$ cat src/rtl/window_line_buffer.sv
// Streaming KxK sliding-window generator.
// Takes a raster-order stream with CHANNELS samples per beat and keeps K-1
// line memories plus a KxK window register. It emits one packed window per
// valid output position, with STRIDE applied in both x and y. One output
// register sits behind a ready/valid handshake on each side.
module window_line_buffer #(
  parameter int DATA_WIDTH   = 16,
  parameter int IMAGE_WIDTH  = 32,
  parameter int IMAGE_HEIGHT = 32,
  parameter int KERNEL_SIZE  = 3,
  parameter int STRIDE       = 1,
  parameter int CHANNELS     = 1
) (
  input  logic                                                      clk,
  input  logic                                                      reset_wire,
  input  logic [CHANNELS*DATA_WIDTH-1:0]                            s_data,
  input  logic                                                      s_valid,
  output logic                                                      s_ready,
  output logic [KERNEL_SIZE*KERNEL_SIZE*CHANNELS*DATA_WIDTH-1:0]    m_data,
  output logic                                                      m_valid,
  input  logic                                                      m_ready,
  output logic                                                      m_last,
  output logic                                                      frame_done
);

  localparam int K   = KERNEL_SIZE;
  localparam int PW  = CHANNELS * DATA_WIDTH;
  localparam int WW  = K * K * PW;
  localparam int CW  = $clog2(IMAGE_WIDTH) + 1;
  localparam int RW  = $clog2(IMAGE_HEIGHT) + 1;
  localparam int AW  = $clog2(IMAGE_WIDTH);
  localparam int PHW = $clog2(STRIDE) + 1;

  localparam logic [CW-1:0]  COL_MAX   = CW'(IMAGE_WIDTH - 1);
  localparam logic [RW-1:0]  ROW_MAX   = RW'(IMAGE_HEIGHT - 1);
  localparam logic [CW-1:0]  COL_FIRST = CW'(K - 1);
  localparam logic [RW-1:0]  ROW_FIRST = RW'(K - 1);
  localparam logic [CW-1:0]  COL_LASTW = CW'(IMAGE_WIDTH - 1 - ((IMAGE_WIDTH - K) % STRIDE));
  localparam logic [RW-1:0]  ROW_LASTW = RW'(IMAGE_HEIGHT - 1 - ((IMAGE_HEIGHT - K) % STRIDE));
  localparam logic [CW-1:0]  COL_ONE   = CW'(1);
  localparam logic [RW-1:0]  ROW_ONE   = RW'(1);
  localparam logic [PHW-1:0] PH_MAX    = PHW'(STRIDE - 1);
  localparam logic [PHW-1:0] PH_ONE    = PHW'(1);
  localparam logic [PHW-1:0] PH_ZERO   = {PHW{1'b0}};

  logic [CW-1:0]  col_q, col_d;
  logic [RW-1:0]  row_q, row_d;
  logic [PHW-1:0] col_ph_q, col_ph_d;
  logic [PHW-1:0] row_ph_q, row_ph_d;
  logic [WW-1:0]  win_q, win_d;
  logic [WW-1:0]  m_data_q, m_data_d;
  logic           m_valid_q, m_valid_d;
  logic           m_last_q, m_last_d;
  logic           frame_done_q, frame_done_d;

  logic [PW-1:0]  line_mem_q [K-1][IMAGE_WIDTH];
  logic [PW-1:0]  new_col_s [K];
  logic [WW-1:0]  win_shift_s;
  logic [AW-1:0]  col_idx_s;
  logic           accept_s, col_end_s, row_end_s, emit_s, last_s;

  // The single output stage frees up whenever it is empty or being drained.
  assign s_ready   = ~m_valid_q | m_ready;
  assign accept_s  = s_valid & s_ready;
  assign col_idx_s = col_q[AW-1:0];
  assign col_end_s = (col_q == COL_MAX);
  assign row_end_s = (row_q == ROW_MAX);

  assign m_data     = m_data_q;
  assign m_valid    = m_valid_q;
  assign m_last     = m_last_q;
  assign frame_done = frame_done_q;

  // Build the incoming window column (oldest row first) and the window shifted left by one column.
  always_comb begin
    for (int kr = 0; kr < K - 1; kr++) begin
      new_col_s[kr] = line_mem_q[kr][col_idx_s];
    end
    new_col_s[K-1] = s_data;
    win_shift_s = win_q;
    for (int kr = 0; kr < K; kr++) begin
      for (int kc = 0; kc < K - 1; kc++) begin
        win_shift_s[(kr*K + kc)*PW +: PW] = win_q[(kr*K + kc + 1)*PW +: PW];
      end
      win_shift_s[(kr*K + K - 1)*PW +: PW] = new_col_s[kr];
    end
  end

  // Emit only once K rows and K columns are available and both stride phases are aligned.
  always_comb begin
    emit_s = accept_s & (row_q >= ROW_FIRST) & (col_q >= COL_FIRST) &
             (row_ph_q == PH_ZERO) & (col_ph_q == PH_ZERO);
    last_s = (row_q == ROW_LASTW) & (col_q == COL_LASTW);
  end

  // Raster position and stride phase bookkeeping; everything wraps at the end of the frame.
  always_comb begin
    col_d    = col_q;
    row_d    = row_q;
    col_ph_d = col_ph_q;
    row_ph_d = row_ph_q;
    if (accept_s) begin
      if (col_end_s) begin
        col_d    = {CW{1'b0}};
        col_ph_d = PH_ZERO;
        if (row_end_s) begin
          row_d    = {RW{1'b0}};
          row_ph_d = PH_ZERO;
        end else begin
          row_d = row_q + ROW_ONE;
          if (row_q >= ROW_FIRST) begin
            row_ph_d = (row_ph_q == PH_MAX) ? PH_ZERO : row_ph_q + PH_ONE;
          end else begin
            row_ph_d = PH_ZERO;
          end
        end
      end else begin
        col_d = col_q + COL_ONE;
        if (col_q >= COL_FIRST) begin
          col_ph_d = (col_ph_q == PH_MAX) ? PH_ZERO : col_ph_q + PH_ONE;
        end else begin
          col_ph_d = PH_ZERO;
        end
      end
    end else begin
      col_d = col_q;
    end
  end

  // Window register, output stage and end-of-frame pulse.
  always_comb begin
    win_d        = accept_s ? win_shift_s : win_q;
    m_valid_d    = m_valid_q;
    m_data_d     = m_data_q;
    m_last_d     = m_last_q;
    frame_done_d = accept_s & col_end_s & row_end_s;
    if (emit_s) begin
      m_valid_d = 1'b1;
      m_data_d  = win_shift_s;
      m_last_d  = last_s;
    end else if (m_ready) begin
      m_valid_d = 1'b0;
    end else begin
      m_valid_d = m_valid_q;
    end
  end

  // State registers; reset discards any partial frame.
  always_ff @(posedge clk or negedge reset_wire) begin
    if (!reset_wire) begin
      col_q        <= {CW{1'b0}};
      row_q        <= {RW{1'b0}};
      col_ph_q     <= PH_ZERO;
      row_ph_q     <= PH_ZERO;
      win_q        <= {WW{1'b0}};
      m_data_q     <= {WW{1'b0}};
      m_valid_q    <= 1'b0;
      m_last_q     <= 1'b0;
      frame_done_q <= 1'b0;
    end else begin
      col_q        <= col_d;
      row_q        <= row_d;
      col_ph_q     <= col_ph_d;
      row_ph_q     <= row_ph_d;
      win_q        <= win_d;
      m_data_q     <= m_data_d;
      m_valid_q    <= m_valid_d;
      m_last_q     <= m_last_d;
      frame_done_q <= frame_done_d;
    end
  end

  // Line memories act as a per-column shift chain; the row counter keeps stale contents from being used.
  always_ff @(posedge clk) begin
    if (accept_s) begin
      for (int i = 0; i < K - 2; i++) begin
        line_mem_q[i][col_idx_s] <= line_mem_q[i+1][col_idx_s];
      end
      line_mem_q[K-2][col_idx_s] <= s_data;
    end
  end

endmodule

$ cat config.mk
export PLATFORM = sky130hd
export DESIGN_NAME = window_line_buffer
export DESIGN_NICKNAME = d
export VERILOG_FILES = /design/src/rtl/window_line_buffer.sv
export SDC_FILE = /design/constraint.sdc
export NUM_CORES = 1
export LEC_CHECK = 0
export ABC_CLOCK_PERIOD_IN_PS = 4700
export CORE_ASPECT_RATIO = 1.5
export CORE_MARGIN = 1
export CORE_UTILIZATION = 48
export DETAILED_ROUTE_END_ITERATION = 16
export PLACE_DENSITY = 0.68
export SYNTH_ARGS = -nofsm -noshare
export SYNTH_HDL_FRONTEND = slang
export SYNTH_SLANG_ARGS = --single-unit
$ cat constraint.sdc
create_clock -name clk -period 4.7 [get_ports clk]
set_input_delay 0.94 -clock clk [delete_from_list [all_inputs] [get_ports clk]]
set_output_delay 0.94 -clock clk [all_outputs]
set_load 0.005 [all_outputs]
## Word level (Yosys, flattened, before mapping)

Memories as Yosys holds them, arrays and structs flattened.
Cells that the tools add are included.

| word-level totals | value |
|---|---|
| register bits after elaboration | 305 |
| memory bits (writable) | 1,024 |
| output and inout port bits | 148 |
| word-level logic and storage cells | 56 |
| memories | 1 |

| operators by class | value |
|---|---|
| add/sub/neg operators | 4 |
| $lt $le $gt $ge | 4 |
| eq/ne operators | 2 |
| multiplexer cells | 20 |
| bitwise operators | 13 |
| reduce and logical (&&, ||, !) cells | 3 |

Memories:

| memory | depth | bits a word | rd ports | clocked after Yosys merged registers in | write ports | RTL line | RTL |
|---|---|---|---|---|---|---|---|
| line_mem_q | 2 | 512 | 2 | 0 | 2 | 56 | `logic [PW-1:0] line_mem_q [K-1][IMAGE_WIDTH];` |

Operators by type and width:

| operator | number |
|---|---|
| 512-bit 2-to-1 mux | 1 |
| 16-bit binary-select mux with 5-bit select | 2 |
| 16-bit demux with 5-bit select | 1 |
| 16-bit 2-to-1 mux | 5 |
| 6-bit by 1-bit adder with 6-bit output, second input constant | 2 |
| 6-bit by 5-bit == test with 1-bit output, second input constant | 2 |
| 6-bit by 2-bit greater-or-equal comparator with 1-bit output, second input constant | 2 |
| 6-bit 2-to-1 mux | 2 |
| 1-bit 2-to-1 mux | 9 |
| 1-bit bitwise AND | 8 |
| 6-bit greater-or-equal comparator, second input constant | 1 |
| 6-bit by 1-bit less-than comparator with 1-bit output, second input constant | 1 |
| 5-bit NOT with 6-bit output | 1 |
| 1-bit NOT | 3 |
| 1-bit adder, second input constant | 2 |
| 2-bit AND reduction | 1 |
| 2-bit nonzero test | 1 |
| 1-bit logical AND | 1 |
| 1-bit bitwise OR | 1 |

## Logic depth before layout (Yosys ltp)

| depth | value |
|---|---|
| depth after elaboration | 8 |
| mapped depth | 10 |

## Worst setup path before layout

Ideal clock, no wire load.

| path | value |
|---|---|
| path type | input port to flip-flop |
| from | input port m_ready |
| to | memory line_mem_q[0][576] (netlist bit) (enable) |
| library setup time | 0.461 ns |
| data arrival time | 4.094 ns |
| setup slack | 0.146 ns |
| stages on the path | 6 |
| path buffers | 2 |
| path through | nand2b_1 > and2_1 > clkbuf_1 > clkbuf_1 > nand2_1 > nor3_1 |

RTL lines:

| what | RTL line | RTL |
|---|---|---|
| from (decl) | 21 | `input logic m_ready,` |
| to (decl) | 56 |  |

==> flow_metrics.env <==
export IMPL_routed_wirelength_um=135000
export IMPL_wire_length_of_the_first_global_routing_pass_um=193000
export IMPL_cts_root_buf="clkbuf_16"
export IMPL_timing_clock_skew_ps=27.8
export IMPL_grt_use_total_pct=26.0
export IMPL_synth_warning_count=0
export IMPL_postCtsResizedCells=0
export IMPL_post_drt_wl_per_cell_um=30.1
export IMPL_arrival_ps=4760
export IMPL_final_min_clock_period_ps=4110
export IMPL_placed_cells_incl_taps=4278
export IMPL_syn_cell_area_um2=49100
export IMPL_hpwl_detailed_um=82800
export IMPL_ioPinCount=168
export IMPL_cts_buffers_inserted=108
export IMPL_clock_fmax_mhz=243
export IMPL_power_switching_uw=12000
export IMPL_synth_seq_area_share_pct=75.6
export IMPL_floorplan_rows=143
export IMPL_power_switching_share_pct=32.6
export IMPL_ys_top_cells_by_area="edfxtp_1 (63%), dfrtp_1 (13%), mux2i_1 (10%)"
export IMPL_sequential_fraction_of_design_power_pct=45.4
export IMPL_clock_power_share_pct=24.6
export IMPL_p_comb_share_pct=30.0
export IMPL_cts_tree="built"
export IMPL_syn_mean_instance_area_um2=17.4
export IMPL_detailed_place_area_um2=53100
export IMPL_synth_largest_area_cell="edfxtp_1"
export IMPL_ctsHoldBuffers=0
export IMPL_timing_final_setup_violations=0
export IMPL_grt_overflow_total=0
export IMPL_p_per_area_nw_per_um2=647
export IMPL_clockBufferDepth=3
export IMPL_worstHoldPathType="in -> async"
export IMPL_timing_worst_slew_pin_value_ps=1070
export IMPL_final_nets=3109
export IMPL_route_antenna_remaining_nets=0
export IMPL_async_flop_share_pct=19.9
export IMPL_fillerInstances=7631
export IMPL_worst_ep_required_time_ps=5350
export IMPL_pin_count_of_the_biggest_net_entering_global_routing=96
export IMPL_worst_setup_path_end_kind="register"
export IMPL_layout_drive_gt1_share_pct=17.5
export IMPL_clk_insertion_delay_late_ps=720
export IMPL_cts_htree_levels=3
export IMPL_floorplan_die_area_um2=104000
export IMPL_start_kind="register"
export IMPL_cts_reportedPaths_clkPinSlew_ps=70
export IMPL_run_status="complete, no violations"
export IMPL_die_height_um=394
export IMPL_floorplan_core_area_um2=101000
export IMPL_hold_violation_total_from_the_final_report=0
export IMPL_total_leakage_power_uw=0.0206
export IMPL_netlist_area_leader_share_pct=62.6
export IMPL_yosysMostFrequentCell="edfxtp_1"
export IMPL_syn_to_final_growth_pct=15.3
export IMPL_grt_antenna_before_repair=0
export IMPL_drc=0
export IMPL_drtIter0Drc=2758
export IMPL_worstSetupPathType="reg -> reg"
export IMPL_fin_setup_tns_ps=0
export IMPL_synth_enable_flop_cells=1024
export IMPL_synthTopCellsByCount="edfxtp_1 (1024), mux2i_1 (512), o22ai_1 (257), dfrtp_1 (255), nand2_1 (236)"
export IMPL_gp_congestion=0.892
export IMPL_final_cell_area_um2=56600
export IMPL_ys_types=44
export IMPL_maxCapViolations=0
export IMPL_worst_slew_margin_rel_pct=28.7
export IMPL_initial_core_util_pct=48.5
export IMPL_postCtsSetupBuffers=0
export IMPL_routed_via_count=27214
export IMPL_number_of_synthesized_register_bits=1279
export IMPL_first_global_vias=27337
export IMPL_clock_sinks=1279
export IMPL_detail_route_first_pass_iterations=5
export IMPL_rsz0062_at_grt="false"
export IMPL_io_buffer_count=167
export IMPL_dieWidth_um=263
export IMPL_synthesis_instances=2826
export IMPL_slew_violations=0
export IMPL_synth_net_count=2852
export IMPL_post_route_period_util_pct=87.5
export IMPL_cellInternalPower_uw=24700
export IMPL_ir_worst_vdd_uv=348
export IMPL_ys_flop_type="edfxtp_1"
export IMPL_worstPathMaxFanout=33
export IMPL_cell_count_final_fillers_out=4480
export IMPL_drt_vias_per_instance=6.07
## stage by stage
stage	utilization [%]	total power, uW	worst slack, ps	hold WS [ps]
2_1_floorplan	-	22700	146	440
3_3_place_gp	52.4	27400	887	454
3_5_place_dp	52.4	27700	815	457
4_1_cts	55.9	36700	779	240
5_1_grt	55.9	37800	544	299
6_report	55.9	36700	586	261
## cells in the final DEF, fill, tap and decap left out, types with 6 or more instances in the layout
cell and count:
a31oi_1 33, buf_12 22, buf_2 7, buf_4 123
bufinv_16 8, clkbuf_1 19, clkbuf_16 111, clkbuf_4 6
clkbuf_8 10, clkdlybuf4s50_1 159, clkinv_1 9, clkinv_2 18
clkinvlp_4 7, dfrtp_1 254, edfxtp_1 1024, ha_1 6
inv_1 7, inv_6 7, mux2_2 97, mux2_4 48
mux2i_1 512, nand2_1 235, nand4bb_2 6, nor2_1 40
nor2_4 24, nor3_2 7, nor4_1 38, nor4_2 28
o22ai_1 257
## final timing paths
check	start	to	slack, ps	cells past startpoint
setup / recovery	col_q[2]$_DFFE_PN0P_	m_data[84]$_DFFE_PN0P_	590	8
hold / removal	reset_wire	win_q[138]$_DFFE_PN0P_	260	1
setup reg to reg	col_q[2]$_DFFE_PN0P_	m_data[84]$_DFFE_PN0P_	590	8
hold reg to reg	win_q[24]$_DFFE_PN0P_	win_q[24]$_DFFE_PN0P_	470	2
max in group asynchronous	reset_wire	win_q[87]$_DFFE_PN0P_	3400	2
min in group clk	win_q[24]$_DFFE_PN0P_	win_q[24]$_DFFE_PN0P_	470	2
## sequential cells by signal (all words and copies together) (netlist names)
signal,flops
col_q,6
frame_done,1
line_mem_q,1024
m_data,144
m_last,1
m_valid,1
row_q,6
win_q,96
## power groups by stage
stage	clock, uW	sequential (uW)	combinational (uW)
after global placement	0	16800	10600
final	9020	16700	11000
after CTS	9110	16600	10900
after floorplan	0	16400	6300
after detailed placement	0	16900	10900
after global routing	9510	16800	11500
## metal layers
layer,up-vias,GRT usage (%),share of wire (%)
li1,11497,-,-
met2,1259,44.5,51
met4,0,14.9,6.1
met3,315,3.69,7.0
met1,14143,31.4,36
met5,-,0,0
## critical path: stages, from the launching register on
cell and delay (ps):
dfrtp_1 1050, nand4b_1 940, buf_4 460, o22ai_1 660
nor4_2 120, buf_4 190, nand2_1 80, buf_4 300
mux2_2 210
## cells by family (layout without fill, tap and decap cells)
| logic type | after synthesis | after routing | synth area share (%) |
|---|---|---|---|
| buf+inv | 172 | 520 | 2.00 |
| xor+xnor | 7 | 7 | 0.125 |
| fa+ha+maj | 6 | 6 | 0.153 |
| simple gates | 409 | 409 | 4.23 |
| flops | 1279 | 1279 | 75.6 |
| mux | 657 | 657 | 14.1 |
| compound gates | 296 | 296 | 3.77 |
| other cells | 0 | 1 | 0 |
## cell type report
class	instances	area [um2]	share of cell area, %
antenna	1	2.50	0.00442
clock buffer	146	3030	5.35
clock inverter	55	536	0.946
inverter	7	26.3	0.0464
multi-input combinational	1375	11300	19.9
sequential	1279	37100	65.6
tap	1305	1630	2.88
timing repair buffer	312	3010	5.31
Note: power is estimated with default switching activity, not from simulation.
